$ cat config.mk
export PLATFORM = sky130hd
export DESIGN_NAME = mem_access_unit
export DESIGN_NICKNAME = d
export VERILOG_FILES = /design/src/rtl/mem_access_pkg.sv /design/src/rtl/mem_lane.sv /design/src/rtl/mem_access_unit.sv
export SDC_FILE = /design/constraint.sdc
export NUM_CORES = 1
export LEC_CHECK = 0
export BUFFER_PORTS_ARGS = -buffer_cell sky130_fd_sc_hd__buf_2
export CELL_PAD_IN_SITES_DETAIL_PLACEMENT = 1
export CELL_PAD_IN_SITES_GLOBAL_PLACEMENT = 2
export CORE_MARGIN = 2
export CORE_UTILIZATION = 32
export CTS_BUF_LIST = sky130_fd_sc_hd__clkbuf_8
export CTS_CLUSTER_SIZE = 28
export DETAILED_ROUTE_END_ITERATION = 10
export PLACE_DENSITY_LB_ADDON = 0.2
export SYNTH_ARGS = -nofsm -noshare
export SYNTH_HDL_FRONTEND = slang
export SYNTH_SLANG_ARGS = --single-unit
$ cat constraint.sdc
create_clock -name clk -period 2.5 [get_ports clk]
set_input_delay 0.375 -clock clk [delete_from_list [all_inputs] [get_ports clk]]
set_output_delay 0.375 -clock clk [all_outputs]
set_load 0.03 [all_outputs]
$ cat src/rtl/mem_access_pkg.sv
// ----------------------------------------------------------------------------
// mem_access_pkg
//
// Shared definitions for the load/store memory access unit:
//   - RAM_WORDS_DEFAULT : default depth (in 32-bit words) of the downstream ram
//   - F3_*              : access-size encodings carried on req_funct3
//   - state_t           : state encoding of the access FSM
//   - access_error()    : decides whether a request must be rejected without
//                         touching the ram (bad size code, signed/unsigned
//                         size on a store, misalignment, or out-of-range word)
// ----------------------------------------------------------------------------
package mem_access_pkg;

    localparam int RAM_WORDS_DEFAULT = 64;

    localparam logic [2:0] F3_B  = 3'b000;
    localparam logic [2:0] F3_H  = 3'b001;
    localparam logic [2:0] F3_W  = 3'b010;
    localparam logic [2:0] F3_BU = 3'b100;
    localparam logic [2:0] F3_HU = 3'b101;

    typedef enum logic [2:0] {
        IDLE,
        LOAD,
        RMW_RD,
        WRITE,
        RESP
    } state_t;

    // BU/HU only make sense for loads, so a store carrying them is rejected
    // just like the unused size codes.
    function automatic logic access_error(
        input logic        we,
        input logic [2:0]  funct3,
        input logic [31:0] addr,
        input int          ram_words
    );
        logic err;
        err = 1'b0;
        case (funct3)
            F3_B:    err = 1'b0;
            F3_BU:   err = we;
            F3_H:    err = addr[0];
            F3_HU:   err = we | addr[0];
            F3_W:    err = (addr[1:0] != 2'b00);
            default: err = 1'b1;
        endcase
        if ({2'b00, addr[31:2]} >= 32'(ram_words)) begin
            err = 1'b1;
        end
        return err;
    endfunction

endpackage

$ cat src/rtl/mem_lane.sv
// ----------------------------------------------------------------------------
// mem_lane
//
// Purely combinational byte-lane helper for the memory access unit.
//
// Ports:
//   funct3    in  3   access size (B, H, W, BU, HU)
//   offset    in  2   byte offset within the word (addr[1:0])
//   word      in  32  word read from the ram
//   wdata     in  32  right-aligned store data
//   load_data out 32  selected lane, sign/zero-extended (W passes through)
//   merged    out 32  word with only the addressed byte/half replaced by
//                     wdata[7:0] / wdata[15:0]; unchanged for other sizes
// ----------------------------------------------------------------------------
module mem_lane
    import mem_access_pkg::*;
(
    input  logic [2:0]  funct3,
    input  logic [1:0]  offset,
    input  logic [31:0] word,
    input  logic [31:0] wdata,
    output logic [31:0] load_data,
    output logic [31:0] merged
);

    logic [7:0]  lane_b;
    logic [15:0] lane_h;

    always_comb begin
        lane_b    = 8'h00;
        lane_h    = 16'h0000;
        load_data = 32'h0000_0000;
        merged    = word;

        case (offset)
            2'd0:    lane_b = word[7:0];
            2'd1:    lane_b = word[15:8];
            2'd2:    lane_b = word[23:16];
            default: lane_b = word[31:24];
        endcase

        // Halfword alignment is checked upstream, so only offset[1] matters.
        lane_h = offset[1] ? word[31:16] : word[15:0];

        case (funct3)
            F3_B:    load_data = {{24{lane_b[7]}}, lane_b};
            F3_BU:   load_data = {24'h000000, lane_b};
            F3_H:    load_data = {{16{lane_h[15]}}, lane_h};
            F3_HU:   load_data = {16'h0000, lane_h};
            F3_W:    load_data = word;
            default: load_data = 32'h0000_0000;
        endcase

        case (funct3)
            F3_B: begin
                case (offset)
                    2'd0:    merged[7:0]   = wdata[7:0];
                    2'd1:    merged[15:8]  = wdata[7:0];
                    2'd2:    merged[23:16] = wdata[7:0];
                    default: merged[31:24] = wdata[7:0];
                endcase
            end
            F3_H: begin
                if (offset[1]) begin
                    merged[31:16] = wdata[15:0];
                end else begin
                    merged[15:0] = wdata[15:0];
                end
            end
            default: merged = word;
        endcase
    end

endmodule

$ cat src/rtl/mem_access_unit.sv
// ----------------------------------------------------------------------------
// mem_access_unit
//
// Turns core load/store requests of byte, halfword or word size into
// word-wide accesses on a simple ram port. Sub-word stores are done as a
// read-modify-write so the ram only ever sees full-word writes.
//
// Parameters:
//   RAM_WORDS   number of 32-bit words in the downstream ram
//
// Ports:
//   clk, rst_n  clock (rising edge) and asynchronous active-low reset
//   req_valid   in   core presents a request
//   req_ready   out  unit can accept a request (IDLE only)
//   req_we      in   1 = store, 0 = load
//   req_funct3  in   access size code
//   req_addr    in   byte address
//   req_wdata   in   right-aligned store data
//   resp_valid  out  one-cycle completion pulse
//   resp_rdata  out  extended load result (0 for stores/errors)
//   resp_err    out  request rejected, ram untouched
//   ram_a       out  word-aligned ram address
//   ram_we      out  ram write enable
//   ram_re      out  ram read enable
//   ram_wd      out  ram write data
//   ram_rd      in   ram read data (combinational from ram_a)
// ----------------------------------------------------------------------------
module mem_access_unit
    import mem_access_pkg::*;
#(
    parameter int RAM_WORDS = RAM_WORDS_DEFAULT
) (
    input  logic        clk,
    input  logic        rst_n,
    input  logic        req_valid,
    output logic        req_ready,
    input  logic        req_we,
    input  logic [2:0]  req_funct3,
    input  logic [31:0] req_addr,
    input  logic [31:0] req_wdata,
    output logic        resp_valid,
    output logic [31:0] resp_rdata,
    output logic        resp_err,
    output logic [31:0] ram_a,
    output logic        ram_we,
    output logic        ram_re,
    output logic [31:0] ram_wd,
    input  logic [31:0] ram_rd
);

    state_t      state;
    logic [2:0]  funct3_q;
    logic [1:0]  offset_q;
    logic [31:0] wdata_q;

    logic [31:0] load_data;
    logic [31:0] merged;

    // Gating with rst_n keeps ready low while reset is held and lets it rise
    // as soon as reset is released, without waiting for a clock edge.
    assign req_ready = rst_n && (state == IDLE);

    mem_lane u_lane (
        .funct3    (funct3_q),
        .offset    (offset_q),
        .word      (ram_rd),
        .wdata     (wdata_q),
        .load_data (load_data),
        .merged    (merged)
    );

    // Access FSM. Every output is registered together with the state, so each
    // branch sets the outputs belonging to the state being entered.
    always_ff @(posedge clk or negedge rst_n) begin
        if (!rst_n) begin
            state      <= IDLE;
            funct3_q   <= 3'b000;
            offset_q   <= 2'b00;
            wdata_q    <= 32'h0000_0000;
            resp_valid <= 1'b0;
            resp_rdata <= 32'h0000_0000;
            resp_err   <= 1'b0;
            ram_a      <= 32'h0000_0000;
            ram_we     <= 1'b0;
            ram_re     <= 1'b0;
            ram_wd     <= 32'h0000_0000;
        end else begin
            case (state)
                IDLE: begin
                    if (req_valid) begin
                        funct3_q <= req_funct3;
                        offset_q <= req_addr[1:0];
                        wdata_q  <= req_wdata;
                        if (access_error(req_we, req_funct3, req_addr, RAM_WORDS)) begin
                            state      <= RESP;
                            resp_valid <= 1'b1;
                            resp_err   <= 1'b1;
                        end else if (!req_we) begin
                            state  <= LOAD;
                            ram_re <= 1'b1;
                            ram_a  <= {req_addr[31:2], 2'b00};
                        end else if (req_funct3 == F3_W) begin
                            state  <= WRITE;
                            ram_we <= 1'b1;
                            ram_a  <= {req_addr[31:2], 2'b00};
                            ram_wd <= req_wdata;
                        end else begin
                            state  <= RMW_RD;
                            ram_re <= 1'b1;
                            ram_a  <= {req_addr[31:2], 2'b00};
                        end
                    end
                end

                LOAD: begin
                    state      <= RESP;
                    ram_re     <= 1'b0;
                    ram_a      <= 32'h0000_0000;
                    resp_valid <= 1'b1;
                    resp_rdata <= load_data;
                end

                // The merged word is captured here so the WRITE cycle does not
                // depend on ram_rd, which is only valid while ram_re is high.
                RMW_RD: begin
                    state  <= WRITE;
                    ram_re <= 1'b0;
                    ram_we <= 1'b1;
                    ram_wd <= merged;
                end

                WRITE: begin
                    state      <= RESP;
                    ram_we     <= 1'b0;
                    ram_a      <= 32'h0000_0000;
                    ram_wd     <= 32'h0000_0000;
                    resp_valid <= 1'b1;
                end

                RESP: begin
                    state      <= IDLE;
                    resp_valid <= 1'b0;
                    resp_err   <= 1'b0;
                    resp_rdata <= 32'h0000_0000;
                end

                default: begin
                    state      <= IDLE;
                    resp_valid <= 1'b0;
                    resp_err   <= 1'b0;
                    resp_rdata <= 32'h0000_0000;
                    ram_a      <= 32'h0000_0000;
                    ram_we     <= 1'b0;
                    ram_re     <= 1'b0;
                    ram_wd     <= 32'h0000_0000;
                end
            endcase
        end
    end

endmodule

==> results.sh <==
export IMPL_status="completed"
export IMPL_clock_latency_ps=440
export IMPL_area_delta_synth_final_pct=27.80
export IMPL_wl_mm=21.15
export IMPL_synth_seq_area_share_pct=49.48
export IMPL_clockRootBuffer="clkbuf_8"
export IMPL_fmax_mhz=434.3
export IMPL_worstRegToRegCells=4
export IMPL_startpoint_type="flip-flop"
export IMPL_hold_violations=0
export IMPL_grt_max_degree=64
export IMPL_min_period_ps=2302
export IMPL_worstPathRequired_ps=2850
export IMPL_die_area_sq_um=20410
export IMPL_arrival_ps=2650
export IMPL_async_flop_share_pct=100.0
export IMPL_numCtsBuffers=17
export IMPL_synthFlopType="dfrtp_1"
export IMPL_synth_cell_types=43
export IMPL_drive_gt1_share_pct=41.19
export IMPL_p_leak_nw=4.009
export IMPL_max_stage_delay_ps=910
export IMPL_cts_resized=0
export IMPL_syn_area_per_cell_sq_um=10.96
export IMPL_syn_area_sq_um=6170
export IMPL_post_layout_nonfiller_instances=1032
export IMPL_relSlewSlack_pct=20.95
export IMPL_placedCellCount=1003
export IMPL_fin_tns_setup_ps=0
export IMPL_cap_violations=0
export IMPL_final_core_util_pct=41.87
export IMPL_critPathKind="reg -> reg"
export IMPL_slew_violations=0
export IMPL_synth_edf_count=0
export IMPL_firstDrtPassIters=7
export IMPL_rows=50
export IMPL_synth_cells=563
export IMPL_via_per_inst=5.247
export IMPL_post_route_period_util_pct=92.09
export IMPL_slowest_stage="o21ai_1"
export IMPL_irDropWorstVdd_uv=391.1
export IMPL_fin_worst_skew_ps=7.451
export IMPL_r2r_end="resp_rdata[7]$_DFFE_PN0N_"
export IMPL_dpl_hpwl_mm=15.91
export IMPL_r2r_start="funct3_q[1]$_DFFE_PN0P_"
export IMPL_wl_per_cell_um=20.49
export IMPL_worstMarginPinSlew_ps=1178
export IMPL_hold_path_class="in -> async"
export IMPL_crit_chain="nand2b_1, o21ai_1, a222oi_1, o21ai_0"
export IMPL_core_region_area_sq_um=18830
export IMPL_nets=865
export IMPL_p_per_area_nw_per_um2=656.5
export IMPL_grt_remaining_overflow=0
export IMPL_end_kind="flip-flop"
export IMPL_ctsHoldBuffers=0
export IMPL_die_y_um=142.9
export IMPL_reg2reg_slack_ps=200
export IMPL_antenna_found_initial=0
export IMPL_cts_max_level=4
export IMPL_cts_tree="yes"
export IMPL_drtIter0Drc=326
export IMPL_num_antenna_cells=0
export IMPL_p_total_mw=5.177
export IMPL_worstPathMaxFanout=16
export IMPL_synth_warnings=0
export IMPL_rsz0062_at_grt="false"
export IMPL_grt_first_pass_wirelength_mm=32.90
export IMPL_clk_path_buf_depth=2
export IMPL_grt_pass1_vias=5743
export IMPL_cts_sinks=122
export IMPL_io_pins=204
export IMPL_ys_ff_latch=122
export IMPL_die_w_um=142.9
export IMPL_grt_total_usage_pct=21.24
export IMPL_cts_clk_slew_worst_paths_ps=70
export IMPL_io_buffers=201
export IMPL_start_util_pct=32.76
export IMPL_gp_congestion=0.8315
export IMPL_antenna_left=0
export IMPL_setup_violations=0
export IMPL_drc_errors=0
export IMPL_worst_hold_slack_ps=129.4
export IMPL_post_cts_buffers=0
export IMPL_vias=5415
per-layer routing:
| layer | track usage (%) | share of wire (%) | up-vias |
|---|---|---|---|
| met5 | 0 | 0 | - |
| met2 | 35.50 | 48 | 192 |
| li1 | - | - | 2445 |
| met4 | 6.566 | 1.7 | 0 |
| met1 | 27.08 | 43 | 2750 |
| met3 | 5.433 | 6.5 | 28 |
Yosys cell counts, drive strengths merged, types with 2 or more instances:
library cell,n,area share (%)
dfrtp,122,49
nand2,57,3.5
mux2,52,11
o21ai,48,3.9
nor2,43,2.6
and2,33,3.3
clkbuf,24,1.5
a21oi,23,1.9
buf,19,1.9
mux2i,17,2.8
a221o,16,2.6
o31ai,16,1.9
a221oi,9,1.3
o22ai,9,0.91
a222oi,8,1.3
inv,8,0.49
mux4,8,2.9
nand3b,8,0.97
nor2b,8,0.81
a32o,7,1.1
nor4,7,0.95
nand3,4,0.32
nor3,3,0.41
nand2b,2,0.20
state kept, by name, summed over array words and instances, names as in the netlist:
signal,cells
wdata_q,16
state,3
resp_rdata,32
offset_q,2
ram_a,30
resp_err,1
ram_wd,32
ram_re,1
ram_we,1
resp_valid,1
funct3_q,3
worst max-delay path by stage:
stage / slack [ps] / endpoint / from
4_1_cts: 240 / resp_rdata[7]$_DFFE_PN0N_ / funct3_q[1]$_DFFE_PN0P_
2_1_floorplan: 550 / ram_wd[0]$_DFFE_PN0P_ / req_addr[16]
6_report: 200 / resp_rdata[7]$_DFFE_PN0N_ / funct3_q[1]$_DFFE_PN0P_
3_5_place_dp: -130 / ram_wd[27]$_DFFE_PN0P_ / req_addr[9]
3_3_place_gp: -120 / ram_wd[27]$_DFFE_PN0P_ / req_addr[9]
5_1_grt: 70 / resp_rdata[7]$_DFFE_PN0N_ / funct3_q[1]$_DFFE_PN0P_
cell families (layout without fill, tap and decap cells):
family / count (synthesis) / in the layout / share of synthesized area [%]
flops: 122 / 122 / 49.48
compound gates: 140 / 140 / 15.58
mux: 77 / 77 / 16.93
simple gates: 172 / 172 / 14.07
other cells: 1 / 2 / 0.06078
buf+inv: 51 / 259 / 3.873
cell type report:
type	instances	area, sq um
clock buffers	18	247.7
clock inverters	11	132.6
fillers	2107	10950
inverters	8	30.03
multi-input cells	391	2905
flip-flops and latches	122	3053
well taps	260	325.3
repair buffers	222	1191
critical path: cells and delay by family, from the launching register on:
| kind | cells | cell delay [ps] |
|---|---|---|
| compound gates | 3 | 1480 |
| simple gates | 1 | 220 |
| flops | 1 | 500 |
report_power, final:
group,internal [mW],switching [mW],total (mW)
sequential,2.10,0.142,2.24
clock,0.979,0.776,1.76
combinational,0.494,0.686,1.18
total,3.57,1.60,5.18
metrics by stage:
stage | setup slack [ps] | area, sq um
after floorplan | 553.5 | 6173
after global placement | -117.3 | 7505
after detailed placement | -133.2 | 7505
after CTS | 244.4 | 7885
after global routing | 71.66 | 7885
final | 197.7 | 7885
cell usage in the layout, fill, tap and decap left out, drive strengths merged, types with 17 or more instances in the layout:
cell    count
buf       222
mux2i      17
a21oi      23
o21ai      48
nor2       43
and2       33
nand2      57
mux2       52
clkbuf     18
dfrtp     122
Note: power is estimated with default switching activity, not from simulation.
